==> config.mk <==
export PLATFORM = sky130hd
export DESIGN_NAME = sprite_fetch
export DESIGN_NICKNAME = d
export VERILOG_FILES = /design/src/rtl/sprite_pkg.sv /design/src/rtl/sprite_anim_ctr.sv /design/src/rtl/sprite_fetch.sv
export SDC_FILE = /design/constraint.sdc
export NUM_CORES = 1
export LEC_CHECK = 0
export CORE_ASPECT_RATIO = 1.2
export CORE_MARGIN = 2
export CORE_UTILIZATION = 60
export CTS_BUF_LIST = sky130_fd_sc_hd__clkbuf_16
export DETAILED_ROUTE_END_ITERATION = 12
export DONT_BUFFER_PORTS = 1
export GPL_TIMING_DRIVEN = 0
export MAX_ROUTING_LAYER = met4
export PLACE_DENSITY = 0.73
export SYNTH_ARGS = -nofsm -noshare
export SYNTH_HDL_FRONTEND = slang
export SYNTH_SLANG_ARGS = --single-unit
==> constraint.sdc <==
create_clock -name Clk -period 3.7 [get_ports Clk]
set_input_delay 0.37 -clock Clk [delete_from_list [all_inputs] [get_ports Clk]]
set_output_delay 0.37 -clock Clk [all_outputs]
set_load 0.02 [all_outputs]
==> src/rtl/sprite_pkg.sv <==
// sprite_pkg: shared types and default geometry for the sprite fetch pipeline.
package sprite_pkg;
  typedef logic [9:0]  coord_t;
  typedef logic [23:0] rgb_t;
  typedef logic [3:0]  pidx_t;
  typedef enum logic {ANIM_DISABLED, ANIM_RUN} anim_state_t;
  localparam int SPR_W       = 24;
  localparam int SPR_H       = 14;
  localparam int FRAMES      = 2;
  localparam int TRANSP_IDX  = 0;
  localparam int SPR_LATENCY = 4;
endpackage

==> src/rtl/sprite_anim_ctr.sv <==
// sprite_anim_ctr: frame_tick divider and animation frame selector.
module sprite_anim_ctr import sprite_pkg::*; #(
  parameter int FRAMES   = sprite_pkg::FRAMES,
  parameter int ANIM_DIV = 30
) (
  input  logic                      i_clk,
  input  logic                      i_rst_n,
  input  logic                      i_en,
  input  logic                      i_tick,
  output logic [$clog2(FRAMES)-1:0] o_frame
);
  localparam int DW = $clog2(ANIM_DIV);
  localparam int FW = $clog2(FRAMES);
  anim_state_t r_state, w_state_n;
  logic [DW-1:0] r_div, w_div_base, w_div_n;
  logic [FW-1:0] r_frame, w_frame_base, w_frame_n;
  logic          w_wrap;
  // Counting starts from zero when entering RUN, so a tick on the enabling edge counts.
  always_comb begin
    w_state_n    = i_en ? ANIM_RUN : ANIM_DISABLED;
    w_div_base   = (r_state == ANIM_RUN) ? r_div : '0;
    w_frame_base = (r_state == ANIM_RUN) ? r_frame : '0;
    w_wrap       = w_div_base == DW'(ANIM_DIV - 1);
    w_div_n      = w_div_base;
    w_frame_n    = w_frame_base;
    if (!i_en) begin
      w_div_n   = '0;
      w_frame_n = '0;
    end else if (i_tick) begin
      w_div_n   = w_wrap ? '0 : w_div_base + DW'(1);
      w_frame_n = !w_wrap ? w_frame_base : (w_frame_base == FW'(FRAMES - 1)) ? '0 : w_frame_base + FW'(1);
    end
  end
  always_ff @(posedge i_clk or negedge i_rst_n)
    if (!i_rst_n) begin
      r_state <= ANIM_DISABLED;
      r_div   <= '0;
      r_frame <= '0;
    end else begin
      r_state <= w_state_n;
      r_div   <= w_div_n;
      r_frame <= w_frame_n;
    end
  assign o_frame = r_frame;
endmodule

==> src/rtl/sprite_fetch.sv <==
// sprite_fetch: sprite hit test, ROM address generation and 4-edge colour pipeline.
// Define SPRITE_MIRROR_EN to add the mirror_x horizontal flip input.
module sprite_fetch import sprite_pkg::*; #(
  parameter int SPR_W      = sprite_pkg::SPR_W,
  parameter int SPR_H      = sprite_pkg::SPR_H,
  parameter int FRAMES     = sprite_pkg::FRAMES,
  parameter int ADDR_W     = 10,
  parameter int TRANSP_IDX = sprite_pkg::TRANSP_IDX,
  parameter int ANIM_DIV   = 30
) (
  input  logic                      Clk,
  input  logic                      Reset_n,
  input  coord_t                    DrawX,
  input  coord_t                    DrawY,
  input  logic                      pix_valid,
  input  coord_t                    spr_x,
  input  coord_t                    spr_y,
  input  logic                      spr_en,
  input  logic                      frame_tick,
`ifdef SPRITE_MIRROR_EN
  input  logic                      mirror_x,
`endif
  output logic [ADDR_W-1:0]         rom_addr,
  input  pidx_t                     rom_data,
  output pidx_t                     pal_addr,
  input  rgb_t                      pal_data,
  output rgb_t                      rgb,
  output logic                      opaque,
  output logic [$clog2(FRAMES)-1:0] frame_sel
);
  logic [10:0]       w_x_end, w_y_end;
  logic              w_hit;
  coord_t            w_dx, w_dy, w_col;
  logic [ADDR_W-1:0] w_addr, r_rom_addr;
  logic              r_hit1, r_hit2, r_hit3, r_opaque;
  pidx_t             r_idx3;
  rgb_t              r_rgb;
  sprite_anim_ctr #(.FRAMES(FRAMES), .ANIM_DIV(ANIM_DIV)) u_anim (
    .i_clk   (Clk),
    .i_rst_n (Reset_n),
    .i_en    (spr_en),
    .i_tick  (frame_tick),
    .o_frame (frame_sel)
  );
  // Box ends are 11 bits wide so a sprite near column 1023 cannot wrap to the left edge.
  assign w_x_end = {1'b0, spr_x} + 11'(SPR_W);
  assign w_y_end = {1'b0, spr_y} + 11'(SPR_H);
  assign w_hit   = pix_valid & spr_en & (DrawX >= spr_x) & ({1'b0, DrawX} < w_x_end)
                 & (DrawY >= spr_y) & ({1'b0, DrawY} < w_y_end);
  assign w_dx    = DrawX - spr_x;
  assign w_dy    = DrawY - spr_y;
`ifdef SPRITE_MIRROR_EN
  assign w_col   = mirror_x ? coord_t'(SPR_W - 1) - w_dx : w_dx;
`else
  assign w_col   = w_dx;
`endif
  assign w_addr  = ADDR_W'(frame_sel) * ADDR_W'(SPR_W * SPR_H) + ADDR_W'(w_dy) * ADDR_W'(SPR_W) + ADDR_W'(w_col);
  always_ff @(posedge Clk or negedge Reset_n)
    if (!Reset_n) begin
      r_rom_addr <= '0;
      r_hit1     <= 1'b0;
      r_hit2     <= 1'b0;
      r_hit3     <= 1'b0;
      r_idx3     <= '0;
      r_rgb      <= '0;
      r_opaque   <= 1'b0;
    end else begin
      if (w_hit) r_rom_addr <= w_addr;
      r_hit1   <= w_hit;
      r_hit2   <= r_hit1;
      r_hit3   <= r_hit2;
      r_idx3   <= rom_data;
      r_rgb    <= r_hit3 ? pal_data : '0;
      r_opaque <= r_hit3 & (r_idx3 != pidx_t'(TRANSP_IDX));
    end
  assign rom_addr = r_rom_addr;
  assign pal_addr = rom_data;
  assign rgb      = r_rgb;
  assign opaque   = r_opaque;
endmodule
After elaboration in Yosys (flattened, before gate mapping)

Cells that the tools add are included.

Add/subtract/negate cells: 8
$mul: 2
Magnitude comparators: 4
Equal/unequal tests: 1
Muxes and demuxes: 11
Bitwise gates (word level): 6
Reduce and logical (&&, ||, !) cells: 1

Operator list:

| operator                | count |
|---|---|
| $mux W24                | 1 |
| $lt A10 B11 Y1          | 2 |
| $add A10 B10 Y10        | 2 |
| $ge A10 B10 Y1          | 2 |
| $mux W5                 | 4 |
| $sub A10 B10 Y10        | 2 |
| $add A10 B4 Y11 const B | 1 |
| $add A10 B5 Y11 const B | 1 |
| $mul A10 B2 Y7 const B  | 1 |
| $and A1 B1 Y1           | 6 |
| $mul A1 B5 Y6 const B   | 1 |
| $mux W1                 | 6 |
| $add A5 B1 Y5 const B   | 1 |
| $eq A5 B5 Y1 const B    | 1 |
| $reduce_bool A4 Y1      | 1 |
| $add A1 B1 Y1 const B   | 1 |

Register bits: 49
Bits of input ports: 73
Output and inout port bits: 40
Word-level logic and storage cells: 43

Logic depth before layout (Yosys ltp)

Word-level depth: 6
Depth in mapped cells: 21
Gate-level depth less buffers: 21

Cells and area by module

Synthesis repeated with hierarchy kept, for this count alone.

Cell total of the unflattened synthesis: 349
Area, all modules: 3724.8 µm²

By module, submodules not included:

| module          | instances | cells an instance | area each (µm²) |
|---|---|---|---|
| sprite_fetch    | 1         | 316               | 3394.5 |
| sprite_anim_ctr | 1         | 33                | 330.3 |

Least setup slack after synthesis

OpenSTA, ideal clock, no wires.

Path kind: input-to-reg
Start: input DrawY[0]
End: register r_rom_addr[9] (netlist: rom_addr[9])
Library setup time: 0.125 ns
Arrival time: 4.412 ns
Setup slack: -0.837 ns
Stages on the path: 17
Buffers on the path: 0
Cells stage by stage: inv_1 -> ha_1 -> inv_1 -> fa_1 -> xor2_1 -> xor2_1 -> and3_1 -> nor2_1 -> xnor2_1 -> fa_1 -> fa_1 -> ha_1 -> or4_1 -> a31oi_1 -> xnor3_1 -> xnor2_1 -> mux2_4

Longest elaborated chain between the ends: 4
Elaborated cells on any way between the ends: 8

Ends and longest elaborated chain:

| element                        | RTL line           | text |
|---|---|---|
| from (decl)                    | sprite_fetch.sv:14 | `input coord_t DrawY,` |
| $sub A10 B10 Y10               | sprite_fetch.sv:51 | `assign w_dy = DrawY - spr_y;` |
| $mul A10 B2 Y7                 | sprite_fetch.sv:57 | `assign w_addr = ADDR_W'(frame_sel) * ADDR_W'(SPR_W * SPR_H) + ADDR_W'(w_dy) * ADDR_W'(SPR_W) + ADDR_W'(w_col);` |
| $add A10 B10 Y10 (2 in series) | sprite_fetch.sv:57 |  |
| to (signal assigned)           | sprite_fetch.sv:68 | `if (w_hit) r_rom_addr <= w_addr;` |
| to (decl)                      | sprite_fetch.sv:34 | `logic [ADDR_W-1:0] w_addr, r_rom_addr;` |

Several ways; a longest one is shown, not always the timed one.
A chain may end at the register's enable or synchronous reset.

Worst setup path after layout

Start: input spr_y[2]
End: register r_rom_addr[9] (netlist: rom_addr[9])

Longest elaborated chain between the ends: 4
Elaborated cells on any way between the ends: 9

Ends and longest elaborated chain:

| element                        | RTL line           | text |
|---|---|---|
| from (decl)                    | sprite_fetch.sv:17 | `input coord_t spr_y,` |
| $sub A10 B10 Y10               | sprite_fetch.sv:51 |  |
| $mul A10 B2 Y7                 | sprite_fetch.sv:57 |  |
| $add A10 B10 Y10 (2 in series) | sprite_fetch.sv:57 |  |

Several ways; a longest one is shown, not always the timed one.

==> results.ini <==
[timing]
fin_skew_ps = 2.915
worst_pin_slew_ps = 525.8
holdWs_ps = 115.3
fin_crit_ps = 4246
finalHoldViolations = 0
max_freq_ghz = 0.2355
rsz0062_at_grt = yes
setup_viol = 1
finalCritPeriodShare_pct = 114.7
postLayoutSetupSlackWorst_ps = -545.6
finalMaxSlewViolations = 0
slew_headroom_pct = 64.94

[yosys]
syn_area_um2 = 3775
synth_edf_count = 0
synth_cell_type_count = 45
synth.top_cell.area_share_pct = 32.48
syn_nets = 515
yosys_warnings = 0
synthArstFlopShare_pct = 100.0
yosys.area.top_type = dfrtp_1
yosys-top-cells-area = dfrtp_1, ha_1, fa_1
syn_inst = 371
syn_area_per_cell_um2 = 10.17
synth_seq_cells = 49
seq_area_frac_synth_pct = 32.48
ys.flop_type = dfrtp_1

[setup_path]
regToRegEndpoint = rom_addr[9]$_DFFE_PN0P_
cp-startpoint = spr_y[2]
cp.required_ps = 3870
critPathMaxFanout = 6
crit_path_start_kind = input pin
crit_type = input pin to register
rr_worst_depth = 9
cp-endpoint = rom_addr[9]$_DFFE_PN0P_
r2r-start = u_anim.o_frame$_DFF_PN0_
crit_path_end_kind = register
ff2ff_setup_slack_ps = 610
arrival_ps = 4410

[layout]
fin_cells = 470
syn2layout_area_growth_pct = 13.46
drive_above_1_share_pct = 15.46
design_area_um2 = 4283
nets = 531
diodes = 0
fillers = 461

[power]
vdd_drop_max_v = 0.0003272
seq_power_share_pct = 31.1
clock_power_share_pct = 19.7
power_density_nw_per_um2 = 514.9
leakage_nw = 2.064
p_switching_uw = 787.0
p_comb_share_pct = 49.3
p_int_mw = 1.418
netSwitchingFraction_pct = 35.69

[global_routing]
grt.total_usage_pct = 21.21
antenna_found_initial = 0
grt_max_degree = 50
grt_pass1_wl_um = 11840
grt_pass1_vias = 2627
grt-ovfl-total = 0

[clock_network]
cts_inserted_buffers = 5
cts_tree = done
path_clk_slew_ps = 60
clockBufferDepth = 2
clk_latency_ps = 280
root_buffer = clkbuf_16
cts.sinks = 49
htreeDepth = 2

[floorplanning]
die-area_um2 = 6944
pin_count = 113
coreArea_um2 = 6051
initial_core_util_pct = 62.39
die_x_um = 76.41
die_height_um = 90.89
rows = 31

[drt]
drtAntennaViolNets = 0
vias = 2646
drc_errors = 0
drt_iter0_drc = 101
viasPerCell = 5.630
dr.pass1.iters = 4
totalWireLength_um = 7271
wire_per_inst_um = 15.47

[placed_design]
dp_slack_ps = -872.5
port_buffers = 0
finalWeightedCongestion = 0.8792
dp_hpwl_um = 5735
post-place-cells = 453
dpl_cell_area_um2 = 3966

[run]
maxCapViolations = 0

[status]
violations = setup timing
status = complete, but fails checks

[hold_path]
min_path_type = input pin to register

## stage by stage
| stage | TNS, ps | utilization [%] | power (mW) |
|---|---|---|---|
| after detailed placement | -1363 | 65.55 | 1.664 |
| after global routing | -746.9 | 70.78 | 2.367 |
| after floorplan | -733.4 | - | 1.502 |
| after CTS | -479.2 | 69.31 | 2.132 |
| after global placement | -1337 | 65.55 | 1.643 |
| final | -545.6 | 70.78 | 2.205 |
## critical path, stage by stage
cell     delay (ps)
inv_1            50
ha_2            450
o21a_1          160
o31a_1          210
nor2_2           60
ha_1            320
a21oi_2         180
nand2_1         100
xnor2_1         160
fa_1            490
inv_1            40
ha_1            290
ha_2            190
or4_1           470
a31oi_1         210
xnor3_1         250
xnor2_1         160
mux2_4          260
## power groups by stage
stage | Clock (mW) | Combinational (mW) | Sequential (mW)
2_1_floorplan | 0 | 0.823 | 0.679
3_3_place_gp | 0 | 0.949 | 0.693
3_5_place_dp | 0 | 0.970 | 0.694
4_1_cts | 0.444 | 1.00 | 0.685
5_1_grt | 0.468 | 1.21 | 0.689
6_report | 0.433 | 1.09 | 0.685
## cell usage after synthesis, drive strengths merged (5+ instances only)
library cell,number
nand4,7
fa,14
nand2,20
nor2,16
a31oi,5
xnor2,25
inv,46
ha,57
buf,5
mux2,9
dfrtp,49
and2,26
o211ai,5
a21oi,20
xor2,6
nor3,5
o21ai,12
## state kept, by name, indices dropped and copies added, names as in the netlist
name	cells
rom_addr	10
r_hit3	1
r_idx3	4
r_hit2	1
r_hit1	1
rgb	24
u_anim.o_frame	1
u_anim.r_state	1
opaque	1
u_anim.r_div	5
## layer usage
layer,global-route usage (%),share of wire (%)
met5,-,0
met4,5.606,1.2
met3,4.600,6.0
met2,38.13,53
met1,23.81,39
## layout by cell type, fill, tap and decap left out, types with 6 or more instances in the layout
cell type,synthesis,final
a21oi_1,20,18
mux2_4,7,7
nand4_1,7,7
inv_1,46,43
ha_4,0,6
o21ai_0,12,10
ha_1,57,48
fa_1,14,12
and2_1,26,26
xnor2_1,25,24
buf_4,4,12
dfrtp_1,49,49
nor2_1,16,14
nand2_1,20,20
## cells by family after synthesis
logic type | after synthesis | share of synthesized area, %
and+or+nand+nor | 92 | 12.89
adders and majority gates | 71 | 26.32
AOI/OAI and AO/OA | 61 | 10.37
buffers and inverters | 54 | 5.966
DFF | 49 | 32.48
xor gates and xnor gates | 32 | 7.789
muxes | 12 | 4.176
## how the worst min path moves through the flow
stage	slack, ps	endpoint	cells after the start	startpoint
after detailed placement	80	rgb[9]$_DFF_PN0_	0	Reset_n
final	120	r_idx3[2]$_DFF_PN0_	0	rom_data[2]
after global routing	100	r_idx3[1]$_DFF_PN0_	0	rom_data[1]
after CTS	110	r_idx3[2]$_DFF_PN0_	0	rom_data[2]
after floorplan	70	opaque$_DFF_PN0_	0	Reset_n
after global placement	80	rgb[10]$_DFF_PN0_	0	Reset_n
## area by class of cell
type	count	area, µm²	share of cell area, %
multi-input combinational	268	2472	57.73
clock buffer	5	125.1	2.921
clock inverter	3	21.27	0.4966
sequential	49	1226	28.63
tap	82	102.6	2.396
timing repair buffer	10	97.59	2.279
inverter	46	188.9	4.411
buffer	7	48.80	1.139
## timing repair
action	in CTS	in global routing
pin swaps	8	6
resized for setup	5	11
setup buffers	3	5
hold buffers	2	0
setup endpoints to repair	2	3
endpoints found under the hold margin	49	0
(Power assumes the default switching activity.)
